`src/rtl/elevator_pkg.sv`:
```
// rtl/elevator_pkg.sv - shared types and helpers for the LOOK elevator scheduler
//
// Purpose: scheduler FSM states, LOOK direction encoding and an index-width
// helper shared by the scheduler top and its floor search sub-module.
// Ports: none (package).

package elevator_pkg;

  typedef enum logic [1:0] {
    IDLE,
    ISSUE,
    WAIT_ARRIVE
  } sched_state_e;

  typedef enum logic [1:0] {
    DIR_NONE,
    DIR_UP,
    DIR_DN
  } dir_e;

  // Index width that never collapses to zero bits for a single-entry range.
  function automatic int floor_w(input int n);
    return (n > 1) ? $clog2(n) : 1;
  endfunction

endpackage

```
`src/rtl/elevator_floor_search.sv`:
```
// rtl/elevator_floor_search.sv - nearest pending floor above/below/at the car
//
// Purpose: purely combinational scan of the pending-request map relative to
// the current car floor.
// Ports:
//   pending    in  FLOORS_NUM  pending-request map, bit i = floor i
//   curr_floor in  FLOOR_W     current car floor
//   here       out 1           pending[curr_floor] is set
//   above_vld  out 1           some pending floor lies above the car
//   above_idx  out FLOOR_W     lowest pending floor above the car
//   below_vld  out 1           some pending floor lies below the car
//   below_idx  out FLOOR_W     highest pending floor below the car

module elevator_floor_search
  import elevator_pkg::*;
#(
  parameter  int FLOORS_NUM = 5,
  localparam int FLOOR_W    = floor_w(FLOORS_NUM)
) (
  input  logic [FLOORS_NUM-1:0] pending,
  input  logic [FLOOR_W-1:0]    curr_floor,
  output logic                  here,
  output logic                  above_vld,
  output logic [FLOOR_W-1:0]    above_idx,
  output logic                  below_vld,
  output logic [FLOOR_W-1:0]    below_idx
);

  always_comb begin
    here      = 1'b0;
    above_vld = 1'b0;
    above_idx = '0;
    below_vld = 1'b0;
    below_idx = '0;
    // Ascending scan: the last hit below the car is the highest one.
    for (int i = 0; i < FLOORS_NUM; i++) begin
      if (pending[i]) begin
        if (FLOOR_W'(i) == curr_floor) begin
          here = 1'b1;
        end
        if (FLOOR_W'(i) < curr_floor) begin
          below_vld = 1'b1;
          below_idx = FLOOR_W'(i);
        end
      end
    end
    // Descending scan: the last hit above the car is the lowest one.
    for (int i = FLOORS_NUM - 1; i >= 0; i--) begin
      if (pending[i] && (FLOOR_W'(i) > curr_floor)) begin
        above_vld = 1'b1;
        above_idx = FLOOR_W'(i);
      end
    end
  end

endmodule

```
`src/rtl/elevator_look_scheduler.sv`:
```
// rtl/elevator_look_scheduler.sv - LOOK-policy target scheduler for one elevator car
//
// Purpose: latches cabin and hall requests into a pending map, picks the next
// target floor with a non-preemptive LOOK policy, hands it to the motion unit
// over a valid/ready handshake, retires it on arrival and optionally parks the
// idle car at HOME_FLOOR.
// Ports:
//   clk        in  1           system clock, rising edge
//   rst_n      in  1           asynchronous active-low reset
//   stop       in  1           emergency stop, flushes requests and target
//   req_int    in  FLOORS_NUM  cabin button pulses
//   req_ext    in  FLOORS_NUM  hall button pulses
//   curr_floor in  FLOOR_W     current car floor
//   arrived    in  1           car stopped at the accepted target
//   tgt_ready  in  1           motion unit can accept a target
//   tgt_valid  out 1           tgt_floor is valid
//   tgt_floor  out FLOOR_W     target floor
//   pending    out FLOORS_NUM  registered pending-request map
//   dir_up     out 1           LOOK direction is up
//   dir_dn     out 1           LOOK direction is down

module elevator_look_scheduler
  import elevator_pkg::*;
#(
  parameter  int FLOORS_NUM       = 5,
  parameter  int HOME_FLOOR       = 0,
  parameter  int IDLE_HOME_CYCLES = 8,
  localparam int FLOOR_W          = floor_w(FLOORS_NUM)
) (
  input  logic                  clk,
  input  logic                  rst_n,
  input  logic                  stop,
  input  logic [FLOORS_NUM-1:0] req_int,
  input  logic [FLOORS_NUM-1:0] req_ext,
  input  logic [FLOOR_W-1:0]    curr_floor,
  input  logic                  arrived,
  input  logic                  tgt_ready,
  output logic                  tgt_valid,
  output logic [FLOOR_W-1:0]    tgt_floor,
  output logic [FLOORS_NUM-1:0] pending,
  output logic                  dir_up,
  output logic                  dir_dn
);

  localparam int                 CNT_W      = floor_w(IDLE_HOME_CYCLES + 1);
  localparam logic [FLOOR_W-1:0] HOME_IDX   = FLOOR_W'(HOME_FLOOR);
  localparam logic [CNT_W-1:0]   HOME_LIMIT = CNT_W'(IDLE_HOME_CYCLES);

  sched_state_e          state_q, state_nxt;
  dir_e                  dir_q, dir_nxt;
  logic [CNT_W-1:0]      home_cnt_q, home_cnt_nxt;
  logic                  home_trip_q, home_trip_nxt;
  logic                  tgt_valid_nxt;
  logic [FLOOR_W-1:0]    tgt_floor_nxt;
  logic [FLOORS_NUM-1:0] pending_nxt;
  logic [FLOORS_NUM-1:0] clr_mask;
  logic                  floor_ok;
  logic                  arrive_ack;

  logic                  here;
  logic                  above_vld;
  logic                  below_vld;
  logic [FLOOR_W-1:0]    above_idx;
  logic [FLOOR_W-1:0]    below_idx;

  elevator_floor_search #(
    .FLOORS_NUM (FLOORS_NUM)
  ) u_search (
    .pending    (pending),
    .curr_floor (curr_floor),
    .here       (here),
    .above_vld  (above_vld),
    .above_idx  (above_idx),
    .below_vld  (below_vld),
    .below_idx  (below_idx)
  );

  // An out-of-range position report from the motion unit blocks all issuing.
  assign floor_ok   = int'(curr_floor) < FLOORS_NUM;
  assign arrive_ack = (state_q == WAIT_ARRIVE) && arrived && !stop;

  // A home trip never retires a request; it was not served from the map.
  always_comb begin
    clr_mask = '0;
    for (int i = 0; i < FLOORS_NUM; i++) begin
      clr_mask[i] = arrive_ack && !home_trip_q && (tgt_floor == FLOOR_W'(i));
    end
  end

  // The clear mask is applied after the OR so it beats a same-cycle request.
  assign pending_nxt = stop ? '0 : ((pending | req_int | req_ext) & ~clr_mask);

  always_comb begin
    state_nxt     = state_q;
    dir_nxt       = dir_q;
    tgt_valid_nxt = tgt_valid;
    tgt_floor_nxt = tgt_floor;
    home_trip_nxt = home_trip_q;
    home_cnt_nxt  = '0;

    if (stop) begin
      state_nxt     = IDLE;
      dir_nxt       = DIR_NONE;
      tgt_valid_nxt = 1'b0;
      tgt_floor_nxt = '0;
      home_trip_nxt = 1'b0;
    end else begin
      case (state_q)
        IDLE: begin
          if (pending != '0) begin
            if (floor_ok) begin
              state_nxt     = ISSUE;
              tgt_valid_nxt = 1'b1;
              home_trip_nxt = 1'b0;
              if (here) begin
                tgt_floor_nxt = curr_floor;
              end else begin
                case (dir_q)
                  DIR_UP: begin
                    if (above_vld) begin
                      tgt_floor_nxt = above_idx;
                    end else begin
                      tgt_floor_nxt = below_idx;
                      dir_nxt       = DIR_DN;
                    end
                  end
                  DIR_DN: begin
                    if (below_vld) begin
                      tgt_floor_nxt = below_idx;
                    end else begin
                      tgt_floor_nxt = above_idx;
                      dir_nxt       = DIR_UP;
                    end
                  end
                  default: begin
                    if (above_vld) begin
                      tgt_floor_nxt = above_idx;
                      dir_nxt       = DIR_UP;
                    end else begin
                      tgt_floor_nxt = below_idx;
                      dir_nxt       = DIR_DN;
                    end
                  end
                endcase
              end
            end
          end else begin
            dir_nxt = DIR_NONE;
            if ((IDLE_HOME_CYCLES != 0) && floor_ok && (curr_floor != HOME_IDX)) begin
              if (home_cnt_q >= HOME_LIMIT) begin
                state_nxt     = ISSUE;
                tgt_valid_nxt = 1'b1;
                tgt_floor_nxt = HOME_IDX;
                home_trip_nxt = 1'b1;
                dir_nxt       = (curr_floor > HOME_IDX) ? DIR_DN : DIR_UP;
              end else begin
                home_cnt_nxt = home_cnt_q + CNT_W'(1);
              end
            end
          end
        end

        ISSUE: begin
          if (tgt_ready) begin
            tgt_valid_nxt = 1'b0;
            state_nxt     = WAIT_ARRIVE;
          end
        end

        WAIT_ARRIVE: begin
          if (arrived) begin
            state_nxt     = IDLE;
            home_trip_nxt = 1'b0;
          end
        end

        default: begin
          state_nxt     = IDLE;
          tgt_valid_nxt = 1'b0;
        end
      endcase
    end
  end

  always_ff @(posedge clk or negedge rst_n) begin
    if (!rst_n) begin
      state_q     <= IDLE;
      dir_q       <= DIR_NONE;
      home_cnt_q  <= '0;
      home_trip_q <= 1'b0;
      tgt_valid   <= 1'b0;
      tgt_floor   <= '0;
      pending     <= '0;
    end else begin
      state_q     <= state_nxt;
      dir_q       <= dir_nxt;
      home_cnt_q  <= home_cnt_nxt;
      home_trip_q <= home_trip_nxt;
      tgt_valid   <= tgt_valid_nxt;
      tgt_floor   <= tgt_floor_nxt;
      pending     <= pending_nxt;
    end
  end

  assign dir_up = (dir_q == DIR_UP);
  assign dir_dn = (dir_q == DIR_DN);

endmodule

```
`config.mk`:
```
export PLATFORM = sky130hd
export DESIGN_NAME = elevator_look_scheduler
export DESIGN_NICKNAME = d
export VERILOG_FILES = /design/src/rtl/elevator_pkg.sv /design/src/rtl/elevator_floor_search.sv /design/src/rtl/elevator_look_scheduler.sv
export SDC_FILE = /design/constraint.sdc
export NUM_CORES = 1
export LEC_CHECK = 0
export CELL_PAD_IN_SITES_DETAIL_PLACEMENT = 1
export CELL_PAD_IN_SITES_GLOBAL_PLACEMENT = 2
export CORE_MARGIN = 5
export CORE_UTILIZATION = 29
export DETAILED_ROUTE_END_ITERATION = 8
export PLACE_DENSITY = 0.88
export SKIP_LAST_GASP = 1
export SYNTH_ARGS = -nofsm -noshare
export SYNTH_HDL_FRONTEND = slang
export SYNTH_SLANG_ARGS = --single-unit
```
`constraint.sdc`:
```
create_clock -name clk -period 2.45 [get_ports clk]
set_clock_uncertainty 0.15 [all_clocks]
set_input_delay 0.49 -clock clk [delete_from_list [all_inputs] [get_ports clk]]
set_output_delay 0.49 -clock clk [all_outputs]
set_load 0.1 [all_outputs]
```
Word-level counts from Yosys, hierarchy flattened:

Index checks and enable logic that the tools add are counted.

* register bits after elaboration: 18
* input bits: 18

* add/subtract/negate cells: 1
* $lt $le $gt $ge: 13
* equality and inequality tests: 22
* multiplexer cells: 86
* bitwise logic cells: 4
* reductions and logical operators: 30

Operator list (number)
* 2-to-1 mux 3 bit: 22
* 2-to-1 mux 1 bit: 36
* 2-to-1 mux 2 bit: 18
* 2-to-1 mux 4 bit: 5
* inequality test 4 bit, second input constant: 5
* AND reduction 5 bit: 4
* logical AND 1 bit: 14
* inequality test 3 bit, second input constant: 4
* nonzero test 3 bit: 4
* OR 5 bit: 2
* == test 2 x 3 -> 1 bit, first input constant: 2
* == test 3 x 2 -> 1 bit, second input constant: 2
* > comparator 1 x 3 -> 1 bit, first input constant: 2
* > comparator 2 x 3 -> 1 bit, first input constant: 2
* zero test 3 bit: 2
* less-than comparator 1 x 3 -> 1 bit, first input constant: 2
* less-than comparator 2 x 3 -> 1 bit, first input constant: 2
* one-hot mux 2 bit (3 select lines): 1
* bitwise AND 5 bit: 1
* 2-to-1 mux 5 bit: 1
* inverter 5 bit: 1
* nonzero test 5 bit: 1
* adder 4 x 1 -> 4 bit, second input constant: 1
* == test 2 x 1 -> 1 bit, second input constant: 2
* other kinds (18): 20

Logic depth before layout (Yosys ltp):

Gate-level depths: netlist of the first run.

* depth in word-level cells: 18
* mapped depth: 8
* mapped depth without buffers: 6

Hierarchy:

A second synthesis of the first run with hierarchy kept.

* cells, all modules: 155
* area, all modules: 1287.5 um^2

Modules (own cells, without submodules)
* elevator_look_scheduler: times used 1, cells an instance 115, area an instance 1043.5 um^2, sequential area each 450.4 um^2
* elevator_floor_search: times used 1, cells an instance 40, area an instance 244.0 um^2, sequential area each 0.0 um^2

Least setup slack after synthesis of the first run:

No wires, ideal clock.

* kind: reg-to-reg
* from: register pending[3]
* to: register dir_q[1]
* library setup time: 0.127 ns
* arrival: 2.421 ns
* slack: -0.248 ns
* stages on the path, launching flop included: 7
* buffers on the path: 0
* cells stage by stage: dfrtp_1 nand2b_1 a22oi_2 nor2_1 o31a_1 a221o_1 mux2_1

* word-level cells in the longest chain between the ends: 12
* elaborated cells on any way between the ends: 24

RTL lines
* start: declaration: line elevator_look_scheduler.sv:40 `output logic [FLOORS_NUM-1:0] pending,`
* start signal: assignment: line elevator_look_scheduler.sv:201 `pending <= pending_nxt;`
* logical AND 1 bit: line elevator_floor_search.sv:49 `if (pending[i] && (FLOOR_W'(i) > curr_floor)) begin`
* 2-to-1 mux 1 bit (4 in a row): line elevator_floor_search.sv:49
* 2-to-1 mux 2 bit: line elevator_look_scheduler.sv:136 `if (above_vld) begin`
* one-hot mux 2 bit (2 select lines): line elevator_look_scheduler.sv:118 `case (dir_q)`
* 2-to-1 mux 2 bit: line elevator_look_scheduler.sv:115 `if (here) begin`
* 2-to-1 mux 2 bit: line elevator_look_scheduler.sv:111 `if (floor_ok) begin`
* 2-to-1 mux 2 bit: line elevator_look_scheduler.sv:110 `if (pending != '0) begin`
* 2-to-1 mux 2 bit: line elevator_look_scheduler.sv:108 `case (state_q)`
* 2-to-1 mux 2 bit: line elevator_look_scheduler.sv:101 `if (stop) begin`
* end signal: assignment: line elevator_look_scheduler.sv:196 `dir_q <= dir_nxt;`
* end: declaration: line elevator_look_scheduler.sv:50 `dir_e dir_q, dir_nxt;`

Parallel ways exist; a longest one is shown, timed or not. The select of a mux whose other input is x is not followed.
A chain may end at the register's enable or synchronous reset.

Final worst setup path of the first run:

* from: input port curr_floor[2]
* to: register dir_q[1]

* word-level cells in the longest chain between the ends: 14
* elaborated cells on any way between the ends: 64

RTL lines
* start: declaration: line elevator_look_scheduler.sv:35 `input logic [FLOOR_W-1:0] curr_floor,`
* > comparator 3 bit: line elevator_floor_search.sv:49
* logical AND 1 bit: line elevator_floor_search.sv:49
* 2-to-1 mux 1 bit (5 in a row): line elevator_floor_search.sv:49
* 2-to-1 mux 2 bit: line elevator_look_scheduler.sv:136
* one-hot mux 2 bit (2 select lines): line elevator_look_scheduler.sv:118
* 2-to-1 mux 2 bit: line elevator_look_scheduler.sv:115
* 2-to-1 mux 2 bit: line elevator_look_scheduler.sv:111
* 2-to-1 mux 2 bit: line elevator_look_scheduler.sv:110
* 2-to-1 mux 2 bit: line elevator_look_scheduler.sv:108
* 2-to-1 mux 2 bit: line elevator_look_scheduler.sv:101

Parallel ways exist; a longest one is shown, timed or not. The select of a mux whose other input is x is not followed.

==> flow_summary.json, run 1 <==
{
  "status": "finished clean",
  "clkPwrFrac_pct": 21.6,
  "cts_sinks": 18,
  "setup_viol": 0,
  "synth_cell_types": 46,
  "final-max-slew-violation-count": 0,
  "ant_nets": 0,
  "synth-seq-cells": 18,
  "tns_ps": 0,
  "grt_util_all_layers_pct": 15.52,
  "critPathCaptureType": "flop",
  "cpPeakStageDelay_ps": 460,
  "gp_congestion": 0.7840,
  "maxCapViolCount": 0,
  "core_area_sq_mm": 0.004086,
  "path_delay_family": "buffers and inverters",
  "leakage_uw": 0.0007825,
  "start_util_pct": 30.53,
  "first_pass_iters": 4,
  "syn_avg_cell_area_sq_um": 8.429,
  "antenna_found_initial": 0,
  "cp_cell_sequence": "clkdlybuf4s50_1 > buf_4 > and4bb_2 > a21oi_2 > nor2b_2 > o31a_1 > a221o_1 > mux2_1",
  "area_growth_pct": 44.03,
  "min_path_cells": 1,
  "grt_pass1_wl_um": 6768,
  "comb_power_share_pct": 46.4,
  "drc_errors": 0,
  "grt_overflow": 0,
  "cts_tree": "yes",
  "synth.largest_area_cell": "dfrtp_1",
  "criticalPathCategory": "in2reg",
  "critPathRequiredTime_ps": 2430,
  "yosysWarnings": 0,
  "dieArea_sq_mm": 0.005713,
  "yosys-top-cells-count": "nor2_1, dfrtp_1, inv_1",
  "vias": 1291,
  "cts-root-buf": "clkbuf_8",
  "grt_max_degree": 14,
  "critical_path_peak_fanout": 13,
  "via_per_inst": 5.248,
  "synth_area_leaders": "dfrtp_1, nor2_1, a211oi_1, ha_1, inv_1",
  "final_nets": 219,
  "syn_inst": 148,
  "fillers": 493,
  "path_depth": 8,
  "min_path_type": "reg2reg",
  "seqPwrFrac_pct": 32.0,
  "dpl_cell_area_sq_mm": 0.001728,
  "cts.clk_slew.worst_paths_ps": 70,
  "cts_setup_buffers": 0,
  "worst_slew_pin_slew_ps": 507.1,
  "die_y_um": 75.59,
  "min_period_ps": 2373,
  "synth_top_cell_area_share_pct": 36.11,
  "first_iter_violations": 39,
  "cts_buffers": 3,
  "synth-edff-count": 0,
  "fin_crit_sh_pct": 96.86,
  "rsz0062_at_grt": "false",
  "drive_gt1_share_pct": 27.04,
  "syn-num-nets": 170,
  "fmax_mhz": 421.4,
  "ctsHoldBuffers": 0,
  "htreeDepth": 1,
  "start_kind": "input port",
  "die_w_um": 75.59,
  "design_area_sq_mm": 0.001797,
  "clock_latency_ps": 250,
  "io_pins": 29,
  "power.density_mw_per_mm2": 623.2,
  "min_from": "home_cnt_q[0]",
  "slew-limit-headroom_pct": 65.32,
  "peakVddDrop_uv": 332.9,
  "r2r_cells": 6,
  "synthArstFlopShare_pct": 100.0,
  "slowest_stage": "clkdlybuf4s50_1",
  "cellInternalPower_uw": 659.5,
  "clk_path_buf_depth": 2,
  "ys.flop_type": "dfrtp_1",
  "diodes": 0,
  "hold_viol": 0,
  "seq_area_frac_synth_pct": 36.11,
  "worstPathBufferInverterCount": 2,
  "synthMostInstantiatedCell": "nor2_1",
  "timing.rr.start": "pending[1]",
  "postRouteWirelength_um": 4109,
  "io_buffers": 28,
  "detail_route.wl_per_cell_um": 16.70,
  "dp_hpwl_um": 3359,
  "worstPathArrival_ps": 2360,
  "cp-startpoint": "curr_floor[2]",
  "swShare_pct": 41.09,
  "rows": 23,
  "syn_area_sq_mm": 0.001247,
  "p_switching_uw": 460.1,
  "grt_pass1_vias": 1406
}
-- cell usage in the layout, fill, tap and decap left out, types with 5 or more instances in the layout --
cell	synthesis	routed
a211oi_1	7	7
nor3_1	7	7
dfrtp_1	18	13
nor2_1	21	20
inv_1	13	13
buf_4	0	30
nand3_1	5	5
a21oi_1	8	7
dfrtp_2	0	5
clkdlybuf4s50_1	0	15
nand2_1	10	10
-- power groups by stage --
stage	logic, uW	clock network [uW]	registers [uW]
2_1_floorplan	238	0	447
3_3_place_gp	506	0	362
3_5_place_dp	519	0	364
4_1_cts	522	252	358
5_1_grt	555	266	364
6_report	519	242	358
-- stage by stage --
step	setup WS [ps]	cells	hold WS, ps	total power [uW]	util [%]
detailed placement	-319.1	242	343.7	882.9	42.28
finish	76.88	246	344.9	1120	43.97
floorplan	101.2	148	44.41	685.1	-
CTS	11.04	246	351.8	1133	43.78
global route	12.75	246	372.0	1184	43.97
global placement	-239.1	242	316.6	868.2	42.28
-- cell families after synthesis --
group	Yosys count	share of synthesized area, %
xor gates and xnor gates	1	0.7022
AOI/OAI and AO/OA	39	22.07
DFF	18	36.11
muxes	3	2.608
and+or+nand+nor	65	28.28
adders and majority gates	4	4.012
buffers and inverters	18	6.219
-- area by class of cell --
type	instances	area [sq um]	area share, %
Multi-Input combinational cell	112	733.2	40.81
Clock buffer	4	55.05	3.064
Tap cell	50	62.56	3.482
Timing Repair Buffer	49	440.4	24.51
Sequential cell	18	456.7	25.42
Inverter	13	48.80	2.716
-- state kept, by name (all words and copies together) (netlist names) --
signal and flops:
dir_q 2, home_cnt_q 4, home_trip_q 1, pending 5, state_q 2, tgt_floor 3
tgt_valid 1
-- routing by layer --
metal / GRT usage (%) / part of all wire [%] / up-vias
met5: 0 / 0 / -
met4: 4.854 / 0.97 / 0
met3: 1.583 / 3.0 / 4
met2: 26.56 / 50 / 23
met1: 20.51 / 46 / 632
li1: - / - / 632
-- timing repair --
| item | 4_1_cts | 5_1_grt |
|---|---|---|
| resized for setup | 2 | 3 |
| gates cloned | 0 | 0 |
| endpoints found under the hold margin | 0 | 0 |
| endpoints found under the setup margin | 1 | 2 |
-- path summary, 6_finish.rpt --
| kind | endpoint | slack, ps |
|---|---|---|
| max in group asynchronous | dir_q[0] | 1260 |
| worst min-delay path | home_cnt_q[0] | 340 |
| min in group asynchronous | state_q[0] | 390 |
| worst max-delay path | dir_q[1] | 80 |
| worst max register to register | dir_q[1] | 390 |
| worst min register to register | home_cnt_q[0] | 340 |
(Power assumes the default switching activity.)
==> run 2: changes to the inputs <==
Clock period 2.45 ns to 2.41 ns, I/O delays scaled along.
==> flow_summary.json, run 2 (synthesis results as in run 1) <==
{
  "cts_setup_buffers": 0,
  "critical_path_peak_fanout": 6,
  "peakVddDrop_uv": 339.3,
  "detail_route.wl_per_cell_um": 16.31,
  "clock_latency_ps": 260,
  "core_area_sq_mm": 0.004086,
  "final-max-slew-violation-count": 0,
  "die_w_um": 75.59,
  "cts_sinks": 18,
  "criticalPathCategory": "in2reg",
  "postRouteWirelength_um": 4029,
  "slowest_stage": "mux2_2",
  "cpPeakStageDelay_ps": 380,
  "min_from": "home_cnt_q[0]",
  "timing.rr.start": "pending[1]",
  "grt_max_degree": 13,
  "min_path_type": "reg2reg",
  "grt_pass1_wl_um": 6734,
  "leakage_uw": 0.0007746,
  "via_per_inst": 5.332,
  "grt_util_all_layers_pct": 15.61,
  "ant_nets": 0,
  "io_pins": 29,
  "final_cell_mix": "buf_4, nor2_1, clkdlybuf4s50_1, inv_1, dfrtp_1",
  "final_common_cell": "buf_4",
  "start_util_pct": 30.53,
  "cp-startpoint": "curr_floor[0]",
  "post-route-util_pct": 43.85,
  "regMostFlops": "pending",
  "clk_path_buf_depth": 2,
  "finalWorstSetupSlack_ps": 124.1,
  "rsz0062_at_grt": "false",
  "start_kind": "input port",
  "largestRegisters": "pending: 5 flops, home_cnt_q: 4 flops, tgt_floor: 3 flops",
  "cts_tree": "yes",
  "cts.clk_slew.worst_paths_ps": 60,
  "fmax_mhz": 437.5,
  "cts-root-buf": "clkbuf_8",
  "grt_overflow": 0,
  "drc_errors": 0,
  "critPathCaptureType": "flop",
  "worstPathBufferInverterCount": 1,
  "dp_hpwl_um": 3312,
  "htreeDepth": 1,
  "dpl_cell_area_sq_mm": 0.001735,
  "drive_gt1_share_pct": 26.90,
  "antenna_found_initial": 0,
  "min_period_ps": 2286,
  "design_area_sq_mm": 0.001792,
  "gp_congestion": 0.8328,
  "critPathRequiredTime_ps": 2390,
  "first_pass_iters": 4,
  "cts_buffers": 3,
  "area_growth_pct": 43.63,
  "fin_crit_sh_pct": 94.85,
  "grt_pass1_vias": 1423,
  "hold_viol": 0,
  "largest_register_ffs": 5,
  "status": "finished clean",
  "holdWs_ps": 353.9,
  "worst_slew_pin_slew_ps": 472.4,
  "maxCapViolCount": 0,
  "rows": 23,
  "worstPathArrival_ps": 2270,
  "path_delay_family": "multiplexers",
  "diodes": 0,
  "preCtsSetupSlack_ps": -409.5,
  "fillers": 505,
  "io_buffers": 28,
  "slew-limit-headroom_pct": 67.69,
  "setup_viol": 0,
  "final_nets": 220,
  "dieArea_sq_mm": 0.005713,
  "die_y_um": 75.59,
  "vias": 1317,
  "first_iter_violations": 29,
  "tns_ps": 0,
  "ctsHoldBuffers": 0,
  "power.density_mw_per_mm2": 619.1,
  "cp_cell_sequence": "dlygate4sd2_1 > mux2_2 > a21oi_1 > nor2b_2 > o31a_1 > a221o_1 > mux2_1"
}
[run 2: path summary, 6_finish.rpt]
| path | to | slack [ps] | depth (start not counted) |
|---|---|---|---|
| setup / recovery | dir_q[1] | 120 | 7 |
| hold / removal | home_cnt_q[0] | 350 | 1 |
| hold reg to reg | home_cnt_q[0] | 350 | 1 |
| max in group asynchronous | pending[2] | 1210 | 2 |
| min in group asynchronous | tgt_floor[2] | 390 | 1 |
| setup reg to reg | dir_q[1] | 250 | 6 |
[run 2: timing repair]
action,CTS,global route
endpoints found under the setup margin,1,1
cloned,0,0
gates resized for setup,4,2
endpoints found under the hold margin,0,0
[run 2: cell type report]
| cell class | count | area [sq um] | share of cell area (%) |
|---|---|---|---|
| sequential | 18 | 456.7 | 25.49 |
| timing repair buffer | 50 | 442.9 | 24.72 |
| multi-input combinational | 112 | 735.7 | 41.06 |
| inverter | 13 | 48.80 | 2.723 |
| clock buffer | 4 | 45.04 | 2.514 |
| tap | 50 | 62.56 | 3.492 |
[run 2: per-layer routing]
metal  up-vias  global-route usage (%)  part of all wire [%]
met5         -                       0                     0
met4         0                   6.214                   1.7
met3         7                   2.243                   4.6
met2        33                   26.65                    49
met1       641                   19.77                    45
li1        636                       -                     -
[run 2: metrics by stage]
step	power [uW]	std cells
after floorplan	696.4	148
after global placement	883.0	243
after detailed placement	896.3	243
after CTS	1121	247
after global routing	1173	247
final	1109	247
[run 2: worst reg2reg max path, cell delays in order, from the launching register on]
cell and delay [ps]:
dfrtp_2 480, mux2_2 300, a21oi_1 200, nor2b_2 200, o31a_1 170, a221o_1 180, mux2_1 340
[run 2: where the power goes]
group / internal (uW) / switching, uW / total [uW] / leakage, uW
registers: 329 / 36.1 / 365 / 0.000231
logic: 196 / 330 / 526 / 0.000521
clock network: 117 / 101 / 218 / 0.0000228
total: 642 / 467 / 1110 / 0.000775
